### config.mk
export PLATFORM = sky130hd
export DESIGN_NAME = bsg_dramsim3_read_arbiter
export DESIGN_NICKNAME = d
export VERILOG_FILES = /design/src/rtl/bsg_dramsim3_read_arbiter.sv
export SDC_FILE = /design/constraint.sdc
export NUM_CORES = 1
export LEC_CHECK = 0
export BUFFER_PORTS_ARGS = -buffer_cell sky130_fd_sc_hd__buf_4
export CORE_MARGIN = 4
export CORE_UTILIZATION = 30
export DETAILED_ROUTE_END_ITERATION = 10
export PLACE_DENSITY = 0.64
export SLEW_MARGIN = 20
export SYNTH_ARGS = -nofsm -noshare
export SYNTH_HDL_FRONTEND = slang
export SYNTH_SLANG_ARGS = --single-unit
### constraint.sdc
create_clock -name clk_i -period 9.2 [get_ports clk_i]
set_clock_uncertainty 0.2 [all_clocks]
set_input_delay 1.84 -clock clk_i [delete_from_list [all_inputs] [get_ports clk_i]]
set_output_delay 1.84 -clock clk_i [all_outputs]
set_load 0.02 [all_outputs]
### src/rtl/bsg_dramsim3_read_arbiter.sv
// Round-robin arbiter sharing one dramsim3 channel read port among several requesters,
// with an outstanding-read credit limit and in-order routing of returned data-valid pulses.
module bsg_dramsim3_read_arbiter #(
  parameter int unsigned num_req_p            = 4,
  parameter int unsigned channel_addr_width_p = 29,
  parameter int unsigned max_outstanding_p    = 8,
  localparam int unsigned lg_num_req_lp = (num_req_p > 1) ? $clog2(num_req_p) : 1,
  localparam int unsigned lg_out_lp     = $clog2(max_outstanding_p + 1),
  localparam int unsigned lg_depth_lp   = (max_outstanding_p > 1) ? $clog2(max_outstanding_p) : 1
) (
  input  logic                                           clk_i,
  input  logic                                           reset_i,
  input  logic [num_req_p-1:0]                           v_i,
  input  logic [num_req_p*channel_addr_width_p-1:0]      ch_addr_i,
  output logic [num_req_p-1:0]                           yumi_o,
  output logic                                           dram_v_o,
  output logic [channel_addr_width_p-1:0]                dram_ch_addr_o,
  input  logic                                           dram_yumi_i,
  input  logic                                           dram_data_v_i,
  output logic [num_req_p-1:0]                           data_v_o,
  output logic [lg_out_lp-1:0]                           outstanding_o,
  output logic                                           error_o
);

  localparam logic [lg_out_lp-1:0]     MaxCnt  = lg_out_lp'(max_outstanding_p);
  localparam logic [lg_depth_lp-1:0]   LastPtr = lg_depth_lp'(max_outstanding_p - 1);
  localparam logic [lg_num_req_lp-1:0] LastReq = lg_num_req_lp'(num_req_p - 1);

  typedef enum logic {StUnlocked, StLocked} state_e;

  state_e                     state_q, state_d;
  logic [lg_num_req_lp-1:0]   rr_q, rr_d;
  logic [lg_num_req_lp-1:0]   lock_id_q, lock_id_d;
  logic [lg_out_lp-1:0]       count_q, count_d;
  logic                       error_q, error_d;
  logic [lg_depth_lp-1:0]     wr_ptr_q, wr_ptr_d;
  logic [lg_depth_lp-1:0]     rd_ptr_q, rd_ptr_d;
  logic [lg_num_req_lp-1:0]   id_mem_q [max_outstanding_p];
  logic [lg_num_req_lp-1:0]   id_mem_d [max_outstanding_p];

  logic [channel_addr_width_p-1:0] addr_arr [num_req_p];
  logic [lg_num_req_lp-1:0]   grant_id;
  logic [lg_num_req_lp-1:0]   head_id;
  logic                       credit_ok;
  logic                       accept;
  logic                       pop;
  logic                       resp_err;

  function automatic logic [lg_depth_lp-1:0] ptr_inc(input logic [lg_depth_lp-1:0] p);
    if (p == LastPtr) return '0;
    return p + 1'b1;
  endfunction

  always_comb begin : unpack_addr
    for (int unsigned i = 0; i < num_req_p; i++) begin
      addr_arr[i] = ch_addr_i[i*channel_addr_width_p +: channel_addr_width_p];
    end
  end

  // A locked grant holds the offered requester until dramsim3 takes it, so the
  // address cannot change under a pending offer.
  always_comb begin : grant_sel
    int unsigned idx;
    logic        found;
    idx      = 0;
    found    = 1'b0;
    grant_id = '0;
    if (state_q == StLocked) begin
      grant_id = lock_id_q;
    end else begin
      for (int unsigned i = 0; i < num_req_p; i++) begin
        idx = (int'(rr_q) + i) % num_req_p;
        if (!found && v_i[lg_num_req_lp'(idx)]) begin
          found    = 1'b1;
          grant_id = lg_num_req_lp'(idx);
        end
      end
    end
  end

  // Credit uses the registered count only; a same-cycle return never frees a slot early.
  assign credit_ok      = (count_q < MaxCnt);
  assign dram_v_o       = ~reset_i & (|v_i) & credit_ok;
  assign dram_ch_addr_o = addr_arr[grant_id];
  assign accept         = dram_v_o & dram_yumi_i;
  assign head_id        = id_mem_q[rd_ptr_q];
  assign pop            = ~reset_i & dram_data_v_i & (count_q != '0);
  assign resp_err       = ~reset_i & dram_data_v_i & (count_q == '0);

  always_comb begin : req_outputs
    yumi_o   = '0;
    data_v_o = '0;
    for (int unsigned i = 0; i < num_req_p; i++) begin
      yumi_o[i]   = accept & (grant_id == lg_num_req_lp'(i));
      data_v_o[i] = pop & (head_id == lg_num_req_lp'(i));
    end
  end

  assign outstanding_o = reset_i ? '0 : count_q;
  assign error_o       = ~reset_i & error_q;

  always_comb begin : next_state
    state_d   = state_q;
    rr_d      = rr_q;
    lock_id_d = lock_id_q;
    if (accept) begin
      rr_d    = (grant_id == LastReq) ? '0 : grant_id + 1'b1;
      state_d = StUnlocked;
    end else if (dram_v_o) begin
      state_d   = StLocked;
      lock_id_d = grant_id;
    end
  end

  always_comb begin : fifo_next
    id_mem_d = id_mem_q;
    wr_ptr_d = wr_ptr_q;
    rd_ptr_d = rd_ptr_q;
    count_d  = count_q;
    error_d  = error_q | resp_err;
    if (accept) begin
      id_mem_d[wr_ptr_q] = grant_id;
      wr_ptr_d           = ptr_inc(wr_ptr_q);
    end
    if (pop) begin
      rd_ptr_d = ptr_inc(rd_ptr_q);
    end
    if (accept && !pop) begin
      count_d = count_q + 1'b1;
    end else if (pop && !accept) begin
      count_d = count_q - 1'b1;
    end
  end

  always_ff @(posedge clk_i) begin
    if (reset_i) begin
      state_q   <= StUnlocked;
      rr_q      <= '0;
      lock_id_q <= '0;
      count_q   <= '0;
      error_q   <= 1'b0;
      wr_ptr_q  <= '0;
      rd_ptr_q  <= '0;
    end else begin
      state_q   <= state_d;
      rr_q      <= rr_d;
      lock_id_q <= lock_id_d;
      count_q   <= count_d;
      error_q   <= error_d;
      wr_ptr_q  <= wr_ptr_d;
      rd_ptr_q  <= rd_ptr_d;
    end
  end

  // Id storage needs no reset: entries are only read after being written.
  always_ff @(posedge clk_i) begin
    id_mem_q <= id_mem_d;
  end

endmodule
# After elaboration in Yosys (flattened, before gate mapping)
# Cells that the tools add are included.
# classes
addsub,8
mul,0
div_mod_pow,0
n_lt_le_gt_ge,9
n_eq_ne,8
shift,0
mux,40
bitwise_logic,21
reduce_logical,19
# op_table
cell,n
$bmux 29 s2,1
$mux 29,2
$mux 2,9
$bwmux 16,1
$and 1x1->1,15
$mux 1,14
$lt 2x3->1 const B,4
$mux 3,4
$mux 4,3
$bmux 1 s2,4
$eq 2x2->1 const B,4
$ge 4x4->1 const B,2
$not 3->4,2
$add 3x1->3 const B,2
$bmux 2 s3,1
$demux 2 s3,1
$eq 3x3->1 const B,2
$logic_and 1x1->1,6
$logic_not 1->1,5
$add 2x1->2 const B,2
$add 2x2->2 const B,2
$add 4x1->4 const B,1
$eq 2x1->1 const B,2
$logic_not 2->1,2
13 further kinds,14
# totals
register_bits,32
latch_bits,0
ram_bits,0
romBits,0
input_bits,124
output_inout_bits,43
elab_cells,120
n_memories,0

# Longest topological paths before layout
# Gate-level depths: netlist (run 1).
# depth
ltp_word,20
depth_mapped,11
ltp_nobuf,11

# Worst setup path after synthesis (run 1)
# No wires, ideal clock.
# synth_path
path_kind,input to output
startpoint,input v_i[1]
endpoint,output yumi_o[3]
arrival_ns,3.165
required_time_ns,7.160
slack_ns,3.995
path_stages,7
path_buffers,1
path_cell_list,nand2b_4 > nand2b_1 > a32oi_2 > clkbuf_1 > nand2_1 > ha_1 > and2_1
# synth_via
elab_chain_cells,18
word_cells_on_any_way,31
cone_classes,1 x eq/ne; 19 x mux; 4 x bitwise; 7 x reduce/logical
# synth_rtl
element,line_no,rtl
from (decl),13,"input logic [num_req_p-1:0] v_i,"
$bmux 1 s2,73,if (!found && v_i[lg_num_req_lp'(idx)]) begin
$mux 1 (not written as such),73,
$mux 1,73,
$mux 1,68,if (state_q == StLocked) begin
$logic_not 1->1,73,
$logic_and 1x1->1,73,
$mux 1,73,
$mux 1,68,
(+2 left out),n/a,
$mux 1,73,
$mux 1,68,
$logic_not 1->1,73,
$logic_and 1x1->1,73,
$mux 2,73,
$mux 2,68,
$eq 2x2->1,94,yumi_o[i] = accept & (grant_id == lg_num_req_lp'(i));
$and 1x1->1 (*),94,
to (decl),15,"output logic [num_req_p-1:0] yumi_o,"
# Mark *: on every way between the ends. The rest lies on a longest branch, timed or not. The select of a mux whose other input is x is not followed.

# Final worst setup path (run 1)
# layout_path
startpoint,input v_i[0]
endpoint,output dram_ch_addr_o[20]
# layout_via
elab_chain_cells,20
word_cells_on_any_way,29
cone_classes,22 x mux; 1 x bitwise; 6 x reduce/logical
# layout_rtl
element,line_no,rtl
$bmux 1 s2,73,
$mux 1 (not written as such),73,
$mux 1,73,
$mux 1,68,
$logic_not 1->1,73,
$logic_and 1x1->1,73,
$mux 1,73,
$mux 1,68,
(+3 left out),n/a,
$mux 1,68,
$logic_not 1->1,73,
$logic_and 1x1->1,73,
$mux 2 (*),73,
$mux 2 (*),68,
$not 2->3 (not written as such) (*),84,assign dram_ch_addr_o = addr_arr[grant_id];
$bmux 29 s2 (*),84,
$mux 29 (not written as such) (*) (2 in a row),84,
to (decl),17,"output logic [channel_addr_width_p-1:0] dram_ch_addr_o,"
# Marked as above.

==> results of run 1 <==
[layer usage]
layer / track usage (%) / routed length, um / vias up
li1: - / - / 1829
met2: 30.7 / 5690 / 165
met1: 21.9 / 4810 / 1768
met4: 2.76 / 118 / 0
met5: 0 / 0 / -
met3: 4.75 / 940 / 11
[final cells by class]
type / instances / area share, %
sequential: 32 / 17.7
inverter: 8 / 0.664
multi-input combinational: 299 / 47.7
tap: 136 / 3.76
clock buffer: 8 / 1.99
timing repair buffer: 170 / 28.2
[cells by family after synthesis]
kind of cell | count (synthesis) | share of synthesized area [%]
AND/OR/NAND/NOR | 193 | 35.8
AO/OA/AOI/OAI | 85 | 21.7
buffers and inverters | 58 | 8.44
flip-flops | 32 | 25.0
multiplexers | 9 | 4.42
adder cells (fa/ha/maj) | 9 | 3.75
XOR/XNOR | 3 | 0.821
[synthesized netlist by cell type (all sizes together), types with 2 or more instances]
library cell | count | area share [%]
o31a | 29 | 7.9
dfxtp | 16 | 10
nor2 | 27 | 3.2
edfxtp | 16 | 15
and4 | 29 | 7.9
nand4 | 59 | 12
mux2i | 4 | 1.3
o211ai | 2 | 0.47
a21o | 2 | 0.47
ha | 8 | 3.1
a21oi | 8 | 1.3
buf | 26 | 4.7
mux4 | 4 | 2.8
and2 | 2 | 0.39
clkbuf | 24 | 2.8
nand2 | 17 | 2.0
nand3 | 30 | 4.7
nand3b | 2 | 0.47
nor3 | 4 | 0.63
inv | 8 | 0.94
a32oi | 2 | 0.78
o221ai | 29 | 7.9
or4 | 2 | 0.47
nor2b | 7 | 1.4
xnor2 | 2 | 0.55
o21ai | 6 | 0.94
nand2b | 9 | 2.0
[worst register-to-register path, delay by kind of cell (launching register included)]
kind | cells | cell delay (ps)
flops | 1 | 440
simple gates | 4 | 1300
buf+inv | 2 | 260
fa+ha+maj | 2 | 500
xor+xnor | 1 | 90
compound gates | 2 | 330
[report_power, final]
part	internal (mW)	total, mW	leakage [nW]	switching [mW]
clock	0.0609	0.109	0.0455	0.0483
sequential	0.178	0.207	0.277	0.0291
combinational	0.286	0.686	1.59	0.400
total	0.525	1.00	1.91	0.477
[path summary, 6_finish.rpt]
check | cells after the start | end | startpoint | slack, ps
hold reg to reg | 2 | error_q$_SDFF_PP0_ | error_q$_SDFF_PP0_ | 270
hold / removal | 2 | error_q$_SDFF_PP0_ | error_q$_SDFF_PP0_ | 270
setup / recovery | 8 | dram_ch_addr_o[20] | v_i[0] | 2930
setup reg to reg | 11 | count_q[3]$_SDFFE_PP0P_ | count_q[0]$_SDFFE_PP0P_ | 6020
[sequential cells by signal, summed over array words and instances (netlist names)]
register / count
rr_q: 2
wr_ptr_q: 3
lock_id_q: 2
error_q: 1
rd_ptr_q: 3
state_q: 1
count_q: 4
id_mem_q: 16
==> out/metrics.csv, run 1 <==
stage;metric;value;unit
clock_network;cts_resized;0;
timing;finalHoldWorstSlack;267;ps
clock_network;clockRootBuffer;clkbuf_8;
place;pre_cts_slack;2980;ps
drt;via_per_inst;5.78;
die;die_w;111;um
die;core-area;10400;um^2
global_route;grt_max_degree;62;
power_and_ir_drop;leakagePower;1.91;nW
cells_and_area;seqCellArea;801;um^2
clock_network;numCtsBuffers;5;
timing;rsz0062_at_grt;no;
cells_and_area;multi_input_area;2160;um^2
worst_setup_path;worstPathRequired;7160;ps
run_status;status;finished clean;
place;dp_hpwl;8.61;mm
timing;tightest_slew;1040;ps
worst_setup_path;path_class;in -> out;
worst_setup_path;crit_buf_inv;3;
timing;fmax;0.160;GHz
min_path;hp-class;reg -> reg;
drt;vias;3773;
clock_network;ctsHoldBuffers;0;
cells_and_area;finalNonFillerCells;653;
job;cap_violations;0;
cells_and_area;fillCellCount;1042;
drt;drtIter0Drc;259;
global_route;grt_pass1_wl;18.3;mm
synthesis;syn-mean-instance-area;8.23;um^2
global_route;grt_overflow_total;0;
clock_network;cts_tree;built;
worst_setup_path;slowest_stage;o21ai_2;
synthesis;synth-seq-area-share;25.0;%
synthesis;ys_types;49;
worst_setup_path;path_cells;buf_4, nor2b_1, o21ai_2, nand3_1, inv_2, nand4_1, nand3_1, buf_4;
clock_network;post_cts_buffers;0;
power_and_ir_drop;p_per_area;221;nW/um^2
cells_and_area;antenna_cells;0;
die;die_h;111;um
timing;max_slew_margin;30.6;%
die;io_pins;167;
timing;setup_slack;2930;ps
timing;hold_violations;0;
cells_and_area;post-route-util;43.6;%
worst_setup_path;endpoint_kind;output pin;
drt;first_pass_iters;5;
clock_network;numClockSinks;32;
synthesis;syn-num-nets;522;
cells_and_area;final_cell_mix;170 x buf_4, 58 x nand4_1, 30 x nand3_1;
drt;wire_per_inst;17.7;um
global_route;grt_util_all_layers;17.5;%
cells_and_area;layout-drive-gt1-share;37.1;%
cells_and_area;final_common_cell;buf_4;
drt;wirelength;11.6;mm
drt;drc;0;
worst_setup_path;slowest_delay;770;ps
worst_setup_path;cpLargestDelayFamily;buffers and inverters;
synthesis;syn_area;3200;um^2
cells_and_area;stdcell_area;4520;um^2
clock_network;path_clk_slew;60;ps
place;place_inst;645;
clock_network;clockBufferDepth;2;
synthesis;dominantRegCellSynth;edfxtp_1;
die;die_area;12400;um^2
synthesis;synth-edff-count;16;
power_and_ir_drop;peakVddDrop;124;uV
synthesis;synthCells;389;
drt;ant_nets;0;
power_and_ir_drop;p_total;1.00;mW
place;place_area;4430;um^2
worst_setup_path;cp.arrival;4230;ps
die;rows;37;
clock_network;htreeDepth;2;
timing;setup_tns;0;ps
worst_setup_path;worstSetupStartpointType;primary input;
place;port-buffer-count;166;
global_route;grt_pass1_vias;3681;
place;finalWeightedCongestion;0.790;
clock_network;insertion_delay;280;ps
worst_setup_path;path_max_fanout;39;
synthesis;ys_seq_elements;32;
global_route;antenna_found_initial;0;
synthesis;yosysWarnings;0;
synthesis;async_flop_share;0;%
cells_and_area;nets;649;
timing;slew_viol_final;0;
timing;setup_viol;0;
timing;min_period;6270;ps
timing;fin_crit_sh;68.1;%
die;initial_utilization;30.9;%
cells_and_area;area_growth;41.4;%
(Power assumes the default switching activity.)
==> inputs of run 2 (changes only) <==
==> constraint.sdc (replaced) <==
create_clock -name clk_i -period 6.3 [get_ports clk_i]
set_clock_uncertainty 0.2 [all_clocks]
set_input_delay 1.26 -clock clk_i [delete_from_list [all_inputs] [get_ports clk_i]]
set_output_delay 1.26 -clock clk_i [all_outputs]
set_load 0.02 [all_outputs]
==> run 2 against run 1 <==
Compared with the run above: global-route usage increased by 0.19 points; count of clock-buffer cells in the layout down 1; register-to-register slack worse by 2800 ps; largest power group unchanged; setup slack got worse by 1600 ps; non-clock buffer count rose by 1; core utilization up 0.12 points.
==> out/metrics.csv, run 2 (synthesis gave the netlist of run 1 again) <==
stage;metric;value;unit;change
drt;first_pass_iters;4;;was 5
cells_and_area;layout-drive-gt1-share;37.6;%;was 37.1%
die;die_area;12400;um^2;unchanged
drt;via_per_inst;5.71;;was 5.78
worst_setup_path;slowest_stage;a211o_2;;was o21ai_2
clock_network;post_cts_buffers;0;;unchanged
clock_network;cts_resized;0;;unchanged
power_and_ir_drop;p_switching;0.702;mW;was 0.477 mW
global_route;grt_util_all_layers;17.7;%;was 17.5%
drt;dr.max_layer_used;met4;;unchanged
place;dp_hpwl;8.66;mm;was 8.61 mm
cells_and_area;fillCellCount;1060;;was 1042
drt;met3WireLength;966;um;was 940 um
global_route;grt_max_degree;62;;unchanged
drt;drtIter0Drc;217;;was 259
clock_network;clockRootBuffer;clkbuf_8;;unchanged
run_status;status;finished clean;;unchanged
power_and_ir_drop;leakagePower;1.92;nW;was 1.91 nW
cells_and_area;top_regs;id_mem_q: 16 flops, count_q: 4 flops;;unchanged
clock_network;cts_tree;built;;unchanged
drt;wire_per_inst;17.7;um;about the same
place;port-buffer-count;166;;unchanged
die;initial_utilization;30.9;%;unchanged
die;die_h;111;um;unchanged
timing;slew_viol_final;0;;unchanged
worst_setup_path;crit_buf_inv;2;;was 3
timing;hold_violations;0;;unchanged
die;rows;37;;unchanged
cells_and_area;finalNonFillerCells;654;;was 653
power_and_ir_drop;p_sw_share;47.7;%;was 47.6%
global_route;grt_pass1_vias;3718;;was 3681
timing;fmax;0.203;GHz;
global_route;grt_overflow_total;0;;unchanged
worst_setup_path;worstPathRequired;4840;ps;was 7160 ps
global_route;antenna_found_initial;0;;unchanged
job;cap_violations;0;;unchanged
clock_network;numCtsBuffers;5;;unchanged
power_and_ir_drop;clockPowerShare;11.1;%;was 10.9%
place;finalWeightedCongestion;0.798;;was 0.790
worst_setup_path;r2r_end;count_q[3]$_SDFFE_PP0P_;;unchanged
clock_network;numClockSinks;32;;unchanged
clock_network;ctsHoldBuffers;0;;unchanged
place;place_inst;646;;was 645
timing;min_period;4930;ps;
worst_setup_path;worstSetupStartpointType;primary input;;unchanged
global_route;grt_pass1_wl;18.5;mm;was 18.3 mm
timing;finalHoldWorstSlack;268;ps;was 267 ps
power_and_ir_drop;power_frac_comb;68.3;%;was 68.5%
die;die_w;111;um;unchanged
timing;max_slew_margin;31.8;%;was 30.6%
power_and_ir_drop;peakVddDrop;189;uV;was 124 uV
worst_setup_path;r2r_slack;3210;ps;was 6020 ps
cells_and_area;antenna_cells;0;;unchanged
timing;fin_crit_sh;78.3;%;
power_and_ir_drop;p_per_area;324;nW/um^2;was 221 nW/um^2
drt;wirelength;11.6;mm;about the same
drt;wl_met2;5.77;mm;was 5.69 mm
cells_and_area;top_register;id_mem_q;;unchanged
cells_and_area;final_cell_mix;171 x buf_4, 58 x nand4_1, 30 x nand3_1;;was 170 x buf_4, 58 x nand4_1, 30 x nand3_1
worst_setup_path;ff2ff_path_depth;11;;unchanged
drt;drt-met1-wl;4.61;mm;was 4.81 mm
worst_setup_path;path_class;in -> out;;unchanged
timing;setup_tns;0;ps;unchanged
clock_network;clockBufferDepth;2;;unchanged
drt;ant_nets;0;;unchanged
min_path;min_to;error_q$_SDFF_PP0_;;unchanged
worst_setup_path;cp.arrival;3470;ps;was 4230 ps
clock_network;htreeDepth;2;;unchanged
die;core-area;10400;um^2;unchanged
drt;drc;0;;unchanged
cells_and_area;largest_register_ffs;16;;unchanged
worst_setup_path;endpoint_kind;output pin;;unchanged
worst_setup_path;r2r-start;count_q[0]$_SDFFE_PP0P_;;unchanged
clock_network;path_clk_slew;70;ps;was 60 ps
min_path;hold_path_depth;2;;unchanged
worst_setup_path;crit_path_frequent_cell;buf_4;;
min_path;hp-start;error_q$_SDFF_PP0_;;unchanged
timing;tightest_slew;1020;ps;was 1040 ps
timing;setup_viol;0;;unchanged
timing;rsz0062_at_grt;no;;unchanged
cells_and_area;nets;650;;was 649
clock_network;insertion_delay;290;ps;was 280 ps
power_and_ir_drop;intPower;0.769;mW;was 0.525 mW
worst_setup_path;path_max_fanout;61;;was 39
drt;vias;3736;;was 3773
min_path;hp-class;reg -> reg;;unchanged
cells_and_area;area_growth;41.8;%;was 41.4%
power_and_ir_drop;seqPwrFrac;20.5;%;was 20.6%
worst_setup_path;path_cells;buf_4, nor2_1, o32a_1, a211o_2, nand2_1, nor3_1, buf_4;;was buf_4, nor2b_1, o21ai_2, nand3_1, inv_2, nand4_1, nand3_1, buf_4
worst_setup_path;cpLargestDelayFamily;compound AO/OA/AOI/OAI gates;;was buffers and inverters
cells_and_area;final_common_cell;buf_4;;unchanged
worst_setup_path;slowest_delay;800;ps;was 770 ps
die;io_pins;167;;unchanged
==> run 2: changes by cell type in the layout (fill, tap and decap cells not counted), sizes merged <==
cell / previous run / this run
buf: 170 / 171
clkbuf: 8 / 7
inv: 8 / 9
==> run 2: tightest hold or removal path, cell delays in order (launching register included) <==
cell and delay, ps:
dfxtp_1 320, a21oi_1 40, nor2_1 70
==> run 2: per-stage QoR <==
step                area [um^2]  power, mW  setup slack (ps)  utilization [%]
CTS                        4530       1.48              1430             43.7
global route               4540       1.58              1130             43.8
finish                     4540       1.47              1370             43.8
global placement           4440       1.29              1510             42.8
floorplan                  3200      0.974              2260                -
detailed placement         4440       1.31              1420             42.8
==> run 2: final cells by class <==
cell class / instances / area, um^2 / area share, %
clock buffer: 7 / 86.3 / 1.90
tap: 136 / 170 / 3.75
sequential: 32 / 801 / 17.7
timing repair buffer: 171 / 1280 / 28.3
clock inverter: 1 / 6.26 / 0.138
multi-input combinational: 299 / 2160 / 47.6
inverter: 8 / 30.0 / 0.662
==> run 2: worst max path at each step <==
stage / startpoint / endpoint / slack (ps) / cells after the start
after floorplan: v_i[1] / yumi_o[3] / 2260 / 7
after global placement: v_i[1] / yumi_o[1] / 1510 / 7
after detailed placement: v_i[3] / yumi_o[0] / 1420 / 7
after CTS: v_i[3] / yumi_o[0] / 1430 / 7
after global routing: v_i[1] / yumi_o[0] / 1130 / 7
final: v_i[1] / yumi_o[0] / 1370 / 7
==> run 2: layer usage <==
metal  track usage, %  vias to the layer above
li1                 -                     1824
met1             21.7                     1722
met2             31.0                      173
met3             4.20                       17
met4             4.79                        0
met5                0                        -
==> run 2: power groups by stage <==
stage	clock (mW)	combinational, mW	sequential [mW]
floorplan	0	0.688	0.286
global placement	0	0.991	0.304
detailed placement	0	1.01	0.307
CTS	0.167	1.01	0.302
global route	0.175	1.10	0.308
finish	0.164	1.01	0.302
